===== config.mk =====
export PLATFORM = sky130hd
export DESIGN_NAME = ahb_if_wb_flat
export DESIGN_NICKNAME = d
export VERILOG_FILES = /design/src/rtl/ahb_if_wb_pkg.sv /design/src/rtl/ahb_if_wb_if.sv /design/src/rtl/ahb_wb_fifo.sv /design/src/rtl/ahb_if_wb.sv /design/src/flat_wrapper.sv
export SDC_FILE = /design/constraint.sdc
export NUM_CORES = 1
export LEC_CHECK = 0
export BUFFER_PORTS_ARGS = -buffer_cell sky130_fd_sc_hd__buf_2
export CAP_MARGIN = 20
export CORE_ASPECT_RATIO = 0.6
export CORE_MARGIN = 5
export CORE_UTILIZATION = 59
export CTS_CLUSTER_DIAMETER = 60
export DETAILED_ROUTE_END_ITERATION = 16
export PLACE_DENSITY = 0.91
export SLEW_MARGIN = 5
export SYNTH_ARGS = -nofsm -noshare
export SYNTH_HDL_FRONTEND = slang
export SYNTH_HIERARCHICAL = 1
export SYNTH_SLANG_ARGS = --single-unit

===== constraint.sdc =====
create_clock -name clk -period 7.15 [get_ports clk]
set_input_delay 0.3575 -clock clk [delete_from_list [all_inputs] [get_ports clk]]
set_output_delay 0.3575 -clock clk [all_outputs]
set_load 0.02 [all_outputs]

===== src/rtl/ahb_if_wb_pkg.sv =====
// Shared definitions for the CPU bus interface with posted-write buffer.
// Holds the drain/access FSM state encoding, bus direction and strobe
// polarity constants, and the slave-index map used to decode the SPM.
package ahb_if_wb_pkg;

    typedef enum logic [1:0] {
        StIdle   = 2'd0,
        StReq    = 2'd1,
        StAccess = 2'd2,
        StStall  = 2'd3
    } bus_state_e;

    // rw encoding
    localparam logic READ  = 1'b1;
    localparam logic WRITE = 1'b0;

    // Active-low strobe / request levels
    localparam logic ENABLE_  = 1'b0;
    localparam logic DISABLE_ = 1'b1;

    // Slave-index map decoded from the address index field
    localparam int unsigned SLAVE_IDX_ROM = 0;
    localparam int unsigned SLAVE_IDX_SPM = 1;
    localparam int unsigned SLAVE_IDX_UART = 2;
    localparam int unsigned SLAVE_IDX_GPIO = 3;

endpackage


===== src/rtl/ahb_if_wb_if.sv =====
// Signal bundle between a CPU pipeline stage, its SPM and the bus arbiter.
// slave  : view taken by the ahb_if_wb interface unit.
// master : view taken by the environment (CPU stage, SPM, arbiter model).
// Groups: CPU side (stall/flush/busy/addr/as_/rw/wr_data/rd_data),
//         SPM side (spm_*), bus side (bus_*), status (bus_err/err_addr/wb_count).
interface ahb_if_wb_if #(
    parameter int unsigned DATA_W   = 32,
    parameter int unsigned ADDR_W   = 32,
    parameter int unsigned WB_DEPTH = 4
) ();

    // CPU side
    logic                      stall;
    logic                      flush;
    logic                      busy;
    logic [ADDR_W-1:0]         addr;
    logic                      as_;
    logic                      rw;
    logic [DATA_W-1:0]         wr_data;
    logic [DATA_W-1:0]         rd_data;
    // SPM side
    logic [DATA_W-1:0]         spm_rd_data;
    logic [ADDR_W-1:0]         spm_addr;
    logic                      spm_as_;
    logic                      spm_rw;
    logic [DATA_W-1:0]         spm_wr_data;
    // Bus side
    logic [DATA_W-1:0]         bus_rd_data;
    logic                      bus_rdy_;
    logic                      bus_grnt_;
    logic                      bus_req_;
    logic [ADDR_W-1:0]         bus_addr;
    logic                      bus_as_;
    logic                      bus_rw;
    logic [DATA_W-1:0]         bus_wr_data;
    // Status
    logic                      bus_err;
    logic [ADDR_W-1:0]         err_addr;
    logic [$clog2(WB_DEPTH):0] wb_count;

    modport slave (
        input  stall, flush, addr, as_, rw, wr_data,
        input  spm_rd_data, bus_rd_data, bus_rdy_, bus_grnt_,
        output busy, rd_data,
        output spm_addr, spm_as_, spm_rw, spm_wr_data,
        output bus_req_, bus_addr, bus_as_, bus_rw, bus_wr_data,
        output bus_err, err_addr, wb_count
    );

    modport master (
        output stall, flush, addr, as_, rw, wr_data,
        output spm_rd_data, bus_rd_data, bus_rdy_, bus_grnt_,
        input  busy, rd_data,
        input  spm_addr, spm_as_, spm_rw, spm_wr_data,
        input  bus_req_, bus_addr, bus_as_, bus_rw, bus_wr_data,
        input  bus_err, err_addr, wb_count
    );

endinterface


===== src/rtl/ahb_wb_fifo.sv =====
// Synchronous FIFO holding posted bus writes as {addr, data} entries.
// Ports: clk/reset, push_i + wdata_i, pop_i, rdata_o (head entry, valid when
// !empty_o), full_o, empty_o, count_o (occupancy 0..DEPTH).
// Push while full and pop while empty are ignored. DEPTH must be a power of 2.
module ahb_wb_fifo #(
    parameter int unsigned WIDTH = 64,
    parameter int unsigned DEPTH = 4
) (
    input  logic                     clk,
    input  logic                     reset,
    input  logic                     push_i,
    input  logic [WIDTH-1:0]         wdata_i,
    input  logic                     pop_i,
    output logic [WIDTH-1:0]         rdata_o,
    output logic                     full_o,
    output logic                     empty_o,
    output logic [$clog2(DEPTH):0]   count_o
);

    localparam int unsigned PTR_W = $clog2(DEPTH);
    localparam logic [PTR_W:0] FULL_CNT = DEPTH[PTR_W:0];

    logic [WIDTH-1:0] mem_q [DEPTH];
    logic [PTR_W-1:0] wr_ptr_q, wr_ptr_d;
    logic [PTR_W-1:0] rd_ptr_q, rd_ptr_d;
    logic [PTR_W:0]   count_q, count_d;
    logic             do_push, do_pop;

    assign full_o  = (count_q == FULL_CNT);
    assign empty_o = (count_q == '0);
    assign count_o = count_q;
    assign rdata_o = mem_q[rd_ptr_q];

    assign do_push = push_i && !full_o;
    assign do_pop  = pop_i && !empty_o;

    // Pointers wrap naturally because DEPTH is a power of 2
    always_comb begin
        wr_ptr_d = wr_ptr_q;
        rd_ptr_d = rd_ptr_q;
        count_d  = count_q;
        if (do_push) begin
            wr_ptr_d = wr_ptr_q + 1'b1;
        end
        if (do_pop) begin
            rd_ptr_d = rd_ptr_q + 1'b1;
        end
        if (do_push && !do_pop) begin
            count_d = count_q + 1'b1;
        end else if (do_pop && !do_push) begin
            count_d = count_q - 1'b1;
        end
    end

    always_ff @(posedge clk or posedge reset) begin
        if (reset) begin
            wr_ptr_q <= '0;
            rd_ptr_q <= '0;
            count_q  <= '0;
        end else begin
            wr_ptr_q <= wr_ptr_d;
            rd_ptr_q <= rd_ptr_d;
            count_q  <= count_d;
        end
    end

    // Storage needs no reset: an entry is only read after it was written
    always_ff @(posedge clk) begin
        if (do_push) begin
            mem_q[wr_ptr_q] <= wdata_i;
        end
    end

endmodule


===== src/rtl/ahb_if_wb.sv =====
// CPU bus interface with a posted-write buffer and bus-access timeout.
// Ports: clk, reset (async, active-high), bif (ahb_if_wb_if.slave) carrying
// the CPU stage, SPM and bus arbiter signals plus bus_err/err_addr/wb_count.
// SPM accesses complete combinationally. Bus writes are posted into a FIFO
// and drained in the background; bus reads wait until the FIFO is empty so
// that reads never overtake earlier writes. An ACCESS that sees no bus_rdy_
// for TIMEOUT cycles is aborted and reported on bus_err/err_addr.
module ahb_if_wb
    import ahb_if_wb_pkg::*;
#(
    parameter int unsigned DATA_W    = 32,
    parameter int unsigned ADDR_W    = 32,
    parameter int unsigned IDX_MSB   = 29,
    parameter int unsigned IDX_LSB   = 27,
    parameter int unsigned SPM_INDEX = SLAVE_IDX_SPM,
    parameter int unsigned WB_DEPTH  = 4,
    parameter int unsigned TIMEOUT   = 255
) (
    input logic            clk,
    input logic            reset,
    ahb_if_wb_if.slave     bif
);

    localparam int unsigned CNT_W  = $clog2(WB_DEPTH) + 1;
    localparam int unsigned TO_W   = $clog2(TIMEOUT + 1);
    localparam int unsigned IDX_W  = IDX_MSB - IDX_LSB + 1;
    localparam int unsigned ENTRY_W = ADDR_W + DATA_W;
    localparam logic [IDX_W-1:0] SPM_IDX = IDX_W'(SPM_INDEX);
    localparam logic [TO_W-1:0]  TO_LAST = TO_W'(TIMEOUT - 1);

    // FSM and registered bus outputs
    bus_state_e        state_q, state_d;
    logic              bus_req_q, bus_req_d;
    logic              bus_as_q, bus_as_d;
    logic              bus_rw_q, bus_rw_d;
    logic [ADDR_W-1:0] bus_addr_q, bus_addr_d;
    logic [DATA_W-1:0] bus_wr_data_q, bus_wr_data_d;
    logic              bus_err_q, bus_err_d;
    logic [ADDR_W-1:0] err_addr_q, err_addr_d;
    logic [DATA_W-1:0] rd_buf_q, rd_buf_d;
    logic [TO_W-1:0]   to_cnt_q, to_cnt_d;

    // CPU-side decode
    logic valid, is_spm, bus_wr_acc, bus_rd_acc;
    logic access_done, timeout_hit, rd_done;
    logic busy, spm_as_;
    logic [DATA_W-1:0] rd_data;

    // Write buffer
    logic               fifo_push, fifo_pop, fifo_full, fifo_empty;
    logic [ENTRY_W-1:0] fifo_head;
    logic [CNT_W-1:0]   wb_count;

    assign valid      = (bif.as_ == ENABLE_) && !bif.flush;
    assign is_spm     = (bif.addr[IDX_MSB:IDX_LSB] == SPM_IDX);
    assign bus_wr_acc = valid && !is_spm && (bif.rw == WRITE);
    assign bus_rd_acc = valid && !is_spm && (bif.rw == READ);

    assign timeout_hit = (state_q == StAccess) && (bif.bus_rdy_ == DISABLE_) &&
                         (to_cnt_q == TO_LAST);
    assign access_done = (state_q == StAccess) &&
                         ((bif.bus_rdy_ == ENABLE_) || timeout_hit);
    assign rd_done     = access_done && (bus_rw_q == READ);

    ahb_wb_fifo #(
        .WIDTH (ENTRY_W),
        .DEPTH (WB_DEPTH)
    ) u_fifo (
        .clk     (clk),
        .reset   (reset),
        .push_i  (fifo_push),
        .wdata_i ({bif.addr, bif.wr_data}),
        .pop_i   (fifo_pop),
        .rdata_o (fifo_head),
        .full_o  (fifo_full),
        .empty_o (fifo_empty),
        .count_o (wb_count)
    );

    // State register
    always_ff @(posedge clk or posedge reset) begin
        if (reset) begin
            state_q <= StIdle;
        end else begin
            state_q <= state_d;
        end
    end

    // Next state: pending writes take priority over a new read
    always_comb begin
        state_d = state_q;
        unique case (state_q)
            StIdle: begin
                if (!fifo_empty || bus_rd_acc) begin
                    state_d = StReq;
                end
            end
            StReq: begin
                if (bif.bus_grnt_ == ENABLE_) begin
                    state_d = StAccess;
                end
            end
            StAccess: begin
                if (access_done) begin
                    state_d = (rd_done && bif.stall) ? StStall : StIdle;
                end
            end
            StStall: begin
                if (!bif.stall) begin
                    state_d = StIdle;
                end
            end
            default: state_d = StIdle;
        endcase
    end

    // Outputs: bus register next values, FIFO control, CPU/SPM path
    always_comb begin
        bus_req_d     = bus_req_q;
        bus_as_d      = bus_as_q;
        bus_rw_d      = bus_rw_q;
        bus_addr_d    = bus_addr_q;
        bus_wr_data_d = bus_wr_data_q;
        err_addr_d    = err_addr_q;
        rd_buf_d      = rd_buf_q;
        to_cnt_d      = to_cnt_q;
        bus_err_d     = timeout_hit;
        fifo_pop      = 1'b0;

        unique case (state_q)
            StIdle: begin
                if (!fifo_empty) begin
                    bus_addr_d    = fifo_head[ENTRY_W-1:DATA_W];
                    bus_wr_data_d = fifo_head[DATA_W-1:0];
                    bus_rw_d      = WRITE;
                    bus_req_d     = ENABLE_;
                end else if (bus_rd_acc) begin
                    bus_addr_d = bif.addr;
                    bus_rw_d   = READ;
                    bus_req_d  = ENABLE_;
                end
            end
            StReq: begin
                if (bif.bus_grnt_ == ENABLE_) begin
                    bus_as_d = ENABLE_;
                    to_cnt_d = '0;
                end
            end
            StAccess: begin
                if (access_done) begin
                    bus_req_d     = DISABLE_;
                    bus_as_d      = DISABLE_;
                    bus_addr_d    = '0;
                    bus_wr_data_d = '0;
                    bus_rw_d      = READ;
                    // A timed-out write is popped too, i.e. dropped
                    if (bus_rw_q == WRITE) begin
                        fifo_pop = 1'b1;
                    end else begin
                        rd_buf_d = timeout_hit ? '0 : bif.bus_rd_data;
                    end
                    if (timeout_hit) begin
                        err_addr_d = bus_addr_q;
                    end
                end else begin
                    to_cnt_d = to_cnt_q + 1'b1;
                end
            end
            default: ;
        endcase

        // CPU/SPM combinational path
        busy    = 1'b0;
        rd_data = '0;
        spm_as_ = DISABLE_;
        if (rd_done) begin
            rd_data = timeout_hit ? '0 : bif.bus_rd_data;
        end else if (state_q == StStall) begin
            rd_data = rd_buf_q;
        end
        if (bus_wr_acc && fifo_full) begin
            busy = 1'b1;
        end
        if (bus_rd_acc && !rd_done && (state_q != StStall)) begin
            busy = 1'b1;
        end
        // SPM data wins over a discarded (flushed) bus read completing now
        if (valid && is_spm && !bif.stall) begin
            spm_as_ = ENABLE_;
            if (bif.rw == READ) begin
                rd_data = bif.spm_rd_data;
            end
        end
        // No push while full, even if the head is popped this cycle
        fifo_push = bus_wr_acc && !fifo_full && !bif.stall;
    end

    always_ff @(posedge clk or posedge reset) begin
        if (reset) begin
            bus_req_q     <= DISABLE_;
            bus_as_q      <= DISABLE_;
            bus_rw_q      <= READ;
            bus_addr_q    <= '0;
            bus_wr_data_q <= '0;
            bus_err_q     <= 1'b0;
            err_addr_q    <= '0;
            rd_buf_q      <= '0;
            to_cnt_q      <= '0;
        end else begin
            bus_req_q     <= bus_req_d;
            bus_as_q      <= bus_as_d;
            bus_rw_q      <= bus_rw_d;
            bus_addr_q    <= bus_addr_d;
            bus_wr_data_q <= bus_wr_data_d;
            bus_err_q     <= bus_err_d;
            err_addr_q    <= err_addr_d;
            rd_buf_q      <= rd_buf_d;
            to_cnt_q      <= to_cnt_d;
        end
    end

    assign bif.busy        = busy;
    assign bif.rd_data     = rd_data;
    assign bif.spm_addr    = bif.addr;
    assign bif.spm_as_     = spm_as_;
    assign bif.spm_rw      = bif.rw;
    assign bif.spm_wr_data = bif.wr_data;
    assign bif.bus_req_    = bus_req_q;
    assign bif.bus_as_     = bus_as_q;
    assign bif.bus_rw      = bus_rw_q;
    assign bif.bus_addr    = bus_addr_q;
    assign bif.bus_wr_data = bus_wr_data_q;
    assign bif.bus_err     = bus_err_q;
    assign bif.err_addr    = err_addr_q;
    assign bif.wb_count    = wb_count;

endmodule


===== src/flat_wrapper.sv =====
// flat-port wrapper written by rule: the top's interface ports become plain ports
module ahb_if_wb_flat import ahb_if_wb_pkg::*;
#(
    parameter int unsigned DATA_W    = 32,
    parameter int unsigned ADDR_W    = 32,
    parameter int unsigned IDX_MSB   = 29,
    parameter int unsigned IDX_LSB   = 27,
    parameter int unsigned SPM_INDEX = SLAVE_IDX_SPM,
    parameter int unsigned WB_DEPTH  = 4,
    parameter int unsigned TIMEOUT   = 255
)
  (clk, reset, bif_stall, bif_flush, bif_addr, bif_as_, bif_rw, bif_wr_data, bif_spm_rd_data, bif_bus_rd_data, bif_bus_rdy_, bif_bus_grnt_, bif_busy, bif_rd_data, bif_spm_addr, bif_spm_as_, bif_spm_rw, bif_spm_wr_data, bif_bus_req_, bif_bus_addr, bif_bus_as_, bif_bus_rw, bif_bus_wr_data, bif_bus_err, bif_err_addr, bif_wb_count);
  ahb_if_wb_if #(.DATA_W(DATA_W), .ADDR_W(ADDR_W), .WB_DEPTH(WB_DEPTH)) bif_i ();
  input logic clk;
  input logic reset;
  input wire logic [$bits(bif_i.stall)-1:0] bif_stall;
  input wire logic [$bits(bif_i.flush)-1:0] bif_flush;
  input wire logic [$bits(bif_i.addr)-1:0] bif_addr;
  input wire logic [$bits(bif_i.as_)-1:0] bif_as_;
  input wire logic [$bits(bif_i.rw)-1:0] bif_rw;
  input wire logic [$bits(bif_i.wr_data)-1:0] bif_wr_data;
  input wire logic [$bits(bif_i.spm_rd_data)-1:0] bif_spm_rd_data;
  input wire logic [$bits(bif_i.bus_rd_data)-1:0] bif_bus_rd_data;
  input wire logic [$bits(bif_i.bus_rdy_)-1:0] bif_bus_rdy_;
  input wire logic [$bits(bif_i.bus_grnt_)-1:0] bif_bus_grnt_;
  output wire logic [$bits(bif_i.busy)-1:0] bif_busy;
  output wire logic [$bits(bif_i.rd_data)-1:0] bif_rd_data;
  output wire logic [$bits(bif_i.spm_addr)-1:0] bif_spm_addr;
  output wire logic [$bits(bif_i.spm_as_)-1:0] bif_spm_as_;
  output wire logic [$bits(bif_i.spm_rw)-1:0] bif_spm_rw;
  output wire logic [$bits(bif_i.spm_wr_data)-1:0] bif_spm_wr_data;
  output wire logic [$bits(bif_i.bus_req_)-1:0] bif_bus_req_;
  output wire logic [$bits(bif_i.bus_addr)-1:0] bif_bus_addr;
  output wire logic [$bits(bif_i.bus_as_)-1:0] bif_bus_as_;
  output wire logic [$bits(bif_i.bus_rw)-1:0] bif_bus_rw;
  output wire logic [$bits(bif_i.bus_wr_data)-1:0] bif_bus_wr_data;
  output wire logic [$bits(bif_i.bus_err)-1:0] bif_bus_err;
  output wire logic [$bits(bif_i.err_addr)-1:0] bif_err_addr;
  output wire logic [$bits(bif_i.wb_count)-1:0] bif_wb_count;
  assign bif_i.stall = bif_stall;
  assign bif_i.flush = bif_flush;
  assign bif_i.addr = bif_addr;
  assign bif_i.as_ = bif_as_;
  assign bif_i.rw = bif_rw;
  assign bif_i.wr_data = bif_wr_data;
  assign bif_i.spm_rd_data = bif_spm_rd_data;
  assign bif_i.bus_rd_data = bif_bus_rd_data;
  assign bif_i.bus_rdy_ = bif_bus_rdy_;
  assign bif_i.bus_grnt_ = bif_bus_grnt_;
  assign bif_busy = bif_i.busy;
  assign bif_rd_data = bif_i.rd_data;
  assign bif_spm_addr = bif_i.spm_addr;
  assign bif_spm_as_ = bif_i.spm_as_;
  assign bif_spm_rw = bif_i.spm_rw;
  assign bif_spm_wr_data = bif_i.spm_wr_data;
  assign bif_bus_req_ = bif_i.bus_req_;
  assign bif_bus_addr = bif_i.bus_addr;
  assign bif_bus_as_ = bif_i.bus_as_;
  assign bif_bus_rw = bif_i.bus_rw;
  assign bif_bus_wr_data = bif_i.bus_wr_data;
  assign bif_bus_err = bif_i.bus_err;
  assign bif_err_addr = bif_i.err_addr;
  assign bif_wb_count = bif_i.wb_count;
  ahb_if_wb #(.DATA_W(DATA_W), .ADDR_W(ADDR_W), .IDX_MSB(IDX_MSB), .IDX_LSB(IDX_LSB), .SPM_INDEX(SPM_INDEX), .WB_DEPTH(WB_DEPTH), .TIMEOUT(TIMEOUT)) u_core (.clk(clk), .reset(reset), .bif(bif_i));
endmodule

==> results of run 1 <==
power groups by stage:
stage	sequential [mW]	combinational, mW	clock (mW)
after CTS	3.25	2.14	1.83
after floorplan	3.28	1.48	0
after global placement	3.27	2.05	0
final	3.25	2.15	1.79
after global routing	3.29	2.31	1.94
after detailed placement	3.28	2.13	0
state kept, by name, summed over array words and instances (netlist names):
name and flops:
u_core/bif.bus_addr 32, u_core/bif.bus_as_ 1, u_core/bif.bus_err 1, u_core/bif.bus_req_ 1, u_core/bif.bus_rw 1, u_core/bif.bus_wr_data 32, u_core/bif.err_addr 32, u_core/rd_buf_q 32
u_core/state_q 2, u_core/to_cnt_q 8, u_core/u_fifo/count_o 3, u_core/u_fifo/mem_q 256, u_core/u_fifo/rd_ptr_q 2, u_core/u_fifo/wr_ptr_q 2
per-stage QoR:
stage	hold slack, ns	std cells	utilization, %
finish	0.0459	1649	69.2
floorplan	0.161	999	-
detailed placement	0.373	1581	65.2
global route	0.0320	1649	69.2
global placement	0.362	1580	65.2
CTS	0.0247	1647	69.1
area by class of cell:
cell class / count / area [µm²]
multi-input cells: 454 / 4340
inverters: 10 / 42.5
clock buffers: 53 / 996
clock inverters: 12 / 63.8
well taps: 367 / 459
flip-flops and latches: 405 / 11400
fillers: 1814 / 8500
repair buffers: 348 / 1810
kinds of logic after synthesis:
logic type	count (synthesis)	synth area share, %
AOI/OAI and AO/OA	216	10.2
xor gates and xnor gates	9	0.475
adders and majority gates	8	0.648
buffers and inverters	140	5.36
DFF	405	68.7
muxes	98	11.0
and+or+nand+nor	123	3.57
critical path, stage by stage (launching register included):
cell,delay (ns)
dfrtp_1,0.63
nand2b_1,0.26
nor3_4,0.17
buf_4,0.53
a22oi_1,0.18
a21oi_1,0.25
buf_2,0.21
cells in the mapped netlist (all sizes together) (3+ instances only):
cell type	instances
nor2b	4
o211ai	4
mux2	34
nor2	43
nor3	5
dfrtp	146
inv	9
edfxtp	256
and2	6
buf	98
nand4	3
o2bb2ai	32
ha	7
a22oi	32
o21ai	4
xor2	3
xnor2	6
a22o	64
a21oi	37
a2bb2oi	32
dfstp	3
nand2	39
nand3	8
clkbuf	32
mux4	64
path summary, 6_finish.rpt:
| path | endpoint | startpoint | slack [ns] | cells after the start |
|---|---|---|---|---|
| max | bif_rd_data[17] | u_core/state_q[1] | 4.00 | 6 |
| min | u_core/u_fifo/mem_q[3][8] | bif_wr_data[8] | 0.05 | 1 |
| max reg2reg | u_core/bif.bus_addr[11] | u_core/u_fifo/count_o[0] | 4.08 | 7 |
| min reg2reg | u_core/bif.err_addr[25] | u_core/bif.err_addr[25] | 0.49 | 1 |
| max in group asynchronous | u_core/bif.err_addr[5] | reset | 5.13 | 4 |
| min in group asynchronous | u_core/u_fifo/count_o[1] | reset | 0.38 | 3 |
metal layers:
metal / vias up / track usage, % / share of wire (%)
met2: 456 / 38.1 / 48
met3: 61 / 4.58 / 7.8
met1: 5087 / 35.9 / 42
li1: 4348 / - / -
met5: - / 0 / 0.034
met4: 2 / 6.36 / 2.3
timing repair:
action | 4_1_cts | 5_1_grt
hold buffers | 1 | 0
hold endpoints to repair | 62 | 0
setup endpoints to repair | 0 | 0
resized for setup | 0 | 0
==> flow_summary.json, run 1 <==
{
  "outcome": "completed",
  "clockPowerShare_pct": 24.8,
  "finClkSkew_ns": 0.0252,
  "root_buffer": "clkbuf_16",
  "path_max_fanout": 64,
  "layout-area-overhead-vs-synth_pct": 15.2,
  "vias": 9954,
  "synth_area_leader_cell": "edfxtp_1",
  "finish.instance_area_um2": 19100,
  "relSlewSlack_pct": 29.5,
  "fp.coreArea_um2": 27600,
  "cts_buffers": 36,
  "synth_flop_cell": "edfxtp_1",
  "power_frac_comb_pct": 29.9,
  "drive_gt1_share_pct": 40.0,
  "syn_inst": 999,
  "fin_crit_sh_pct": 44.1,
  "initial_core_util_pct": 60.1,
  "ir_drop_uv": 263,
  "die_y_um": 140,
  "port_buffers": 337,
  "seqPwrFrac_pct": 45.2,
  "drtPass1Iterations": 5,
  "syn_nets": 1143,
  "syn_area_per_cell_um2": 16.6,
  "hpwl_mm": 24.0,
  "min_period_ns": 3.15,
  "ys_ff_latch": 405,
  "ant_nets": 0,
  "h-tree-depth": 2,
  "clock_latency_ns": 0.54,
  "rsz0062_at_grt": "no",
  "end_kind": "output port",
  "synth_edf_count": 256,
  "final_cell_mix": "buf_2, edfxtp_1, dfrtp_1, a22o_1, mux4_2",
  "grt_start_max_net_pins": 75,
  "power_density_nw_per_um2": 375,
  "p_leak_nw": 7.77,
  "antenna_found_initial": 1,
  "fin_total_pwr_mw": 7.18,
  "synth.area.top_cells": "edfxtp_1, dfrtp_1, mux4_2",
  "worst_pin_slew_ns": 1.06,
  "diodes": 0,
  "dieArea_um2": 31700,
  "yosysTopAreaCellShare_pct": 46.3,
  "post_cts_buffers": 0,
  "swShare_pct": 33.7,
  "async_flop_share_pct": 36.8,
  "die_w_um": 227,
  "maxCapViolCount": 0,
  "via_per_inst": 6.04,
  "std_cell_rows": 47,
  "totalWireLength_mm": 38.6,
  "placed_area_um2": 18000,
  "gp_congestion": 0.820,
  "cts.sink_count": 405,
  "hold_violations": 0,
  "boundaryPins": 338,
  "nNetsFinal": 1399,
  "worstPathArrival_ns": 2.79,
  "drc_errors": 0,
  "grt_pass1_vias": 10200,
  "internal_power_mw": 4.76,
  "wl_per_cell_um": 23.4,
  "groute.usage.overall_pct": 24.3,
  "slew_viol_final": 0,
  "grt_pass1_wl_mm": 59.6,
  "power.switching_mw": 2.42,
  "gr-total-overflow": 0,
  "synth_area_um2": 16600,
  "synth.distinct_cells": 56,
  "ys_seq_area_share_pct": 68.7,
  "clk_pin_slew_ns": 0.07,
  "hold_path_class": "input port to flip-flop",
  "yosysWarnings": 6,
  "place_ws_ns": 3.44,
  "setup_viol": 0,
  "drtIter0Drc": 1001,
  "setup_ws_ns": 4.00,
  "path_class": "flip-flop to output port",
  "clock.fmax_ghz": 0.317,
  "tns_ns": 0,
  "crit_required_ns": 6.79,
  "cp-start-kind": "flip-flop",
  "clk_path_buf_depth": 3,
  "cts_tree": "yes",
  "final_common_cell": "buf_2"
}
Note: power is estimated with default switching activity, not from simulation.
==> inputs of run 2 (changes only) <==
Settings changed: ABC_AREA from default to 1, CORE_UTILIZATION 59 to 56, PLACE_DENSITY 0.91 to 0.86.
Clock period 7.15 ns to 3.1 ns, I/O delays scaled along.
==> flow_summary.json, run 2 <==
{
  "drc_errors": 0,
  "use_met2_pct": 41.6,
  "clk_pin_slew_ns": 0.06,
  "power_density_nw_per_um2": 860,
  "p_leak_nw": 10.5,
  "dieArea_um2": 36900,
  "min_period_ns": 2.91,
  "synth_area_um2": 18500,
  "totalWireLength_mm": 46.2,
  "clk_path_buf_depth": 3,
  "ant_nets": 0,
  "place_ws_ns": 0.479,
  "worst_pin_slew_ns": 0.892,
  "synth.distinct_cells": 32,
  "largest_reg_flops": 256,
  "fin_crit_sh_pct": 93.9,
  "antenna_found_initial": 0,
  "yosysMostFrequentCell": "nand2_1",
  "nNetsFinal": 2251,
  "syn_area_per_cell_um2": 10.5,
  "cp-start-kind": "flip-flop",
  "std_cell_rows": 51,
  "die_w_um": 245,
  "grt_busiest_layer": "met2",
  "drtPass1Iterations": 6,
  "h-tree-depth": 2,
  "syn_nets": 1906,
  "groute.usage.overall_pct": 24.2,
  "syn_inst": 1762,
  "grt_util_met1_pct": 32.0,
  "initial_core_util_pct": 56.9,
  "synth_area_leader_cell": "edfxtp_1",
  "end_kind": "output port",
  "port_buffers": 337,
  "synth.area.top_cells": "edfxtp_1, dfrtp_1, nand2_1",
  "via_per_inst": 5.42,
  "rsz0062_at_grt": "no",
  "finClkSkew_ns": 0.0280,
  "ys_seq_area_share_pct": 61.7,
  "drtIter0Drc": 1400,
  "cts_buffers": 38,
  "maxCapViolCount": 0,
  "clock.fmax_ghz": 0.344,
  "cts.sink_count": 405,
  "synth_edf_count": 256,
  "synth_flop_cell": "edfxtp_1",
  "boundaryPins": 338,
  "yosysWarnings": 6,
  "cts_tree": "yes",
  "grt_pass1_wl_mm": 72.1,
  "clock_latency_ns": 0.54,
  "drive_gt1_share_pct": 26.3,
  "hold_path_class": "input port to flip-flop",
  "die_y_um": 151,
  "async_flop_share_pct": 36.8,
  "grt_pass1_vias": 13800,
  "path_class": "flip-flop to output port",
  "dp_cells": 2391,
  "final_common_cell": "nand2_1",
  "ys_ff_latch": 405,
  "layout-area-overhead-vs-synth_pct": 19.6,
  "fp.coreArea_um2": 32500,
  "grt_util_met3_pct": 4.29,
  "slew_viol_final": 0,
  "worstPathArrival_ns": 2.75,
  "gp_congestion": 0.859,
  "gr-total-overflow": 0,
  "path_max_fanout": 33,
  "crit_required_ns": 2.94,
  "yosysTopAreaCellShare_pct": 41.5,
  "vias": 13900,
  "fin_cells": 2563,
  "hold_violations": 0,
  "registers.top_by_ff_count": "u_core/u_fifo/mem_q",
  "setup_viol": 0,
  "ir_drop_uv": 731,
  "setup_ws_ns": 0.190,
  "wl_per_cell_um": 18.0,
  "hpwl_mm": 28.3,
  "relSlewSlack_pct": 40.5,
  "final_cell_mix": "nand2_1, buf_2, edfxtp_1, inv_1, dfrtp_1",
  "grt_start_max_net_pins": 83,
  "synthTopCellsByCount": "nand2_1, edfxtp_1, inv_1",
  "root_buffer": "clkbuf_16",
  "outcome": "completed"
}
[run 2: stage by stage]
| stage | util (%) | power, mW | cell area, µm² | hold slack (ns) | TNS [ns] |
|---|---|---|---|---|---|
| floorplan | - | 12.7 | 18500 | -0.0416 | -72.92 |
| global placement | 61.1 | 14.0 | 19900 | 0.148 | 0 |
| detailed placement | 61.1 | 14.3 | 19900 | 0.148 | 0 |
| CTS | 68.0 | 19.1 | 22100 | 0.00885 | 0 |
| global route | 68.0 | 20.2 | 22100 | 0.0393 | 0 |
| finish | 68.1 | 19.0 | 22100 | 0.0330 | 0 |
[run 2: cell families after synthesis]
logic type / synth area share, %
XOR/XNOR: 0.0946
flip-flops: 61.7
adder cells (fa/ha/maj): 0.581
buffers and inverters: 11.3
AND/OR/NAND/NOR: 14.7
AO/OA/AOI/OAI: 11.6
[run 2: critical path: stages, from the launching register on]
cell     delay (ns)
dfrtp_1        0.42
inv_1          0.12
ha_1           0.16
inv_1          0.06
nor2_1         0.21
nand2_4        0.11
a21oi_4        0.27
nand2_4        0.28
nand2_1        0.14
o21ai_0        0.22
buf_2          0.24
[run 2: power breakdown]
group | switching (mW) | internal [mW] | total (mW)
clock | 1.97 | 2.70 | 4.67
sequential | 0.491 | 6.57 | 7.06
combinational | 5.02 | 2.31 | 7.32
[run 2: timing repair]
item,in CTS,in global routing
gates resized for setup,0,0
buffers inserted,0,0
hold buffers,99,0
hold endpoints to repair,332,0
[run 2: final cells by class]
type / count / area (µm²)
diodes: 2 / 5.00
clock buffers: 53 / 1080
clock inverters: 17 / 178
fillers: 2242 / 10400
inverters: 237 / 901
multi-input cells: 958 / 5040
flip-flops and latches: 405 / 11400
well taps: 424 / 531
repair buffers: 467 / 3000
[run 2: worst paths after layout]
check | endpoint | slack, ns | startpoint | cells after the start
max | bif_busy | 0.19 | u_core/to_cnt_q[0] | 10
min | u_core/to_cnt_q[2] | 0.03 | bif_bus_rdy_ | 3
max reg2reg | u_core/u_fifo/count_o[1] | 0.50 | u_core/to_cnt_q[0] | 14
min reg2reg | u_core/bif.err_addr[20] | 0.47 | u_core/bif.err_addr[20] | 2
max in group asynchronous | u_core/bif.bus_addr[6] | 2.23 | reset | 5
min in group asynchronous | u_core/to_cnt_q[0] | 0.11 | reset | 3
[run 2: layer usage]
layer	vias up	share of wire, %
met5	-	0
met4	0	2.6
met3	116	6.6
met2	589	50
met1	6690	41
li1	6497	-
==> inputs of run 3 (changes only) <==
Clock period 3.1 ns to 2.85 ns, I/O delays scaled along.
==> flow_summary.json, run 3 (synthesis gave the netlist of run 2 again) <==
{
  "outcome": "completed",
  "hold_path_class": "input port to async pin",
  "slew_viol_final": 0,
  "drtIter0Drc": 1516,
  "setup_ws_ns": 0.161,
  "vias": 14000,
  "drive_gt1_share_pct": 26.1,
  "via_per_inst": 5.46,
  "largest_reg_flops": 256,
  "port_buffers": 337,
  "cts_buffers": 38,
  "die_w_um": 245,
  "die_y_um": 151,
  "ant_nets": 0,
  "path_max_fanout": 33,
  "registers.top_by_ff_count": "u_core/u_fifo/mem_q",
  "power.switching_mw": 8.28,
  "gr-total-overflow": 0,
  "std_cell_rows": 51,
  "boundaryPins": 338,
  "end_kind": "output port",
  "gp_congestion": 0.845,
  "grt_pass1_wl_mm": 73.4,
  "root_buffer": "clkbuf_16",
  "drc_errors": 0,
  "cts_tree": "yes",
  "cp-start-kind": "flip-flop",
  "power_density_nw_per_um2": 948,
  "hpwl_mm": 28.9,
  "ir_drop_uv": 588,
  "relSlewSlack_pct": 37.2,
  "nNetsFinal": 2254,
  "path_class": "flip-flop to output port",
  "fp.coreArea_um2": 32500,
  "worstPathArrival_ns": 2.55,
  "clock.fmax_ghz": 0.372,
  "fin_crit_sh_pct": 94.4,
  "min_period_ns": 2.69,
  "cts.sink_count": 405,
  "h-tree-depth": 2,
  "power_frac_comb_pct": 38.4,
  "place_ws_ns": 0.433,
  "final_cell_mix": "nand2_1, buf_2, edfxtp_1, inv_1, dfrtp_1",
  "finClkSkew_ns": 0.0181,
  "wl_per_cell_um": 18.6,
  "final_common_cell": "nand2_1",
  "placed_area_um2": 20000,
  "crit_required_ns": 2.71,
  "groute.usage.overall_pct": 24.9,
  "antenna_found_initial": 0,
  "clockPowerShare_pct": 25.2,
  "setup_viol": 0,
  "tns_ns": 0,
  "totalWireLength_mm": 47.6,
  "worst_pin_slew_ns": 0.940,
  "initial_core_util_pct": 56.9,
  "holdWs_ns": 0.152,
  "grt_start_max_net_pins": 68,
  "fin_total_pwr_mw": 21.1,
  "p_leak_nw": 10.5,
  "clk_path_buf_depth": 3,
  "swShare_pct": 39.2,
  "layout-area-overhead-vs-synth_pct": 20.3,
  "maxCapViolCount": 0,
  "seqPwrFrac_pct": 36.3,
  "grt_pass1_vias": 13700,
  "finish.instance_area_um2": 22300,
  "clock_latency_ns": 0.54,
  "clk_pin_slew_ns": 0.06,
  "dieArea_um2": 36900,
  "hold_violations": 0,
  "rsz0062_at_grt": "no",
  "internal_power_mw": 12.8,
  "drtPass1Iterations": 6
}
## run 3: changes by cell type in the layout (fill, tap and decap cells not counted), moves of 2 or more
| cell | before | now |
|---|---|---|
| clkbuf_8 | 7 | 3 |
| buf_4 | 24 | 21 |
| buf_12 | 7 | 11 |
| bufinv_16 | 3 | 6 |
| clkinvlp_4 | 1 | 3 |
| clkbuf_1 | 8 | 13 |
| clkinv_2 | 6 | 0 |
## run 3: worst max-delay path, stage by stage, from the launching register on
cell,delay [ns]
dfrtp_1,0.42
inv_1,0.11
ha_1,0.16
inv_1,0.05
nor2_1,0.19
nand2_4,0.11
a21oi_4,0.13
buf_4,0.19
nand2_8,0.16
nand2_1,0.11
o21ai_0,0.18
buf_2,0.22
## run 3: cell type report
class,count,area (µm²)
Sequential cell,405,11400
Multi-Input combinational cell,958,5050
Tap cell,424,531
Timing Repair Buffer,470,3080
Fill cell,2217,10300
Antenna cell,3,7.51
Clock buffer,55,1070
Inverter,237,901
Clock inverter,14,226
## run 3: path summary, 6_finish.rpt
path | startpoint | endpoint | slack [ns] | cells after the start
worst min register to register | u_core/rd_buf_q[28] | u_core/rd_buf_q[28] | 0.47 | 2
worst max register to register | u_core/u_fifo/count_o[0] | u_core/u_fifo/count_o[2] | 0.46 | 14
max in group asynchronous | reset | u_core/bif.bus_wr_data[16] | 1.62 | 4
worst max-delay path | u_core/to_cnt_q[0] | bif_busy | 0.16 | 11
min in group clk | bif_rw | u_core/bif.bus_rw | 0.17 | 5
worst min-delay path | reset | u_core/u_fifo/rd_ptr_q[1] | 0.15 | 3
## run 3: power groups by stage
| stage | clock [mW] | sequential [mW] | combinational (mW) |
|---|---|---|---|
| after floorplan | 0 | 8.24 | 5.55 |
| after global placement | 0 | 7.73 | 7.59 |
| after detailed placement | 0 | 7.76 | 7.83 |
| after CTS | 5.38 | 7.65 | 8.02 |
| after global routing | 5.64 | 7.76 | 8.86 |
| final | 5.33 | 7.67 | 8.12 |
## run 3: layer usage
layer / vias up / track usage (%) / part of all wire (%)
met5: - / 0 / 0
met4: 0 / 9.42 / 3.8
met2: 682 / 41.5 / 48
met1: 6671 / 33.6 / 41
li1: 6505 / - / -
met3: 148 / 4.02 / 7.2
## run 3: metrics by stage
stage | utilization, % | std cells
after floorplan | - | 1762
after global placement | 61.3 | 2394
after detailed placement | 61.3 | 2394
after CTS | 68.4 | 2563
after global routing | 68.4 | 2563
final | 68.5 | 2566
## run 3: repair_timing
action / in CTS / in global routing
buffers inserted: 0 / 0
hold buffers: 100 / 0
hold endpoints to repair: 336 / 0
endpoints found under the setup margin: 0 / 11
resized for setup: 0 / 2
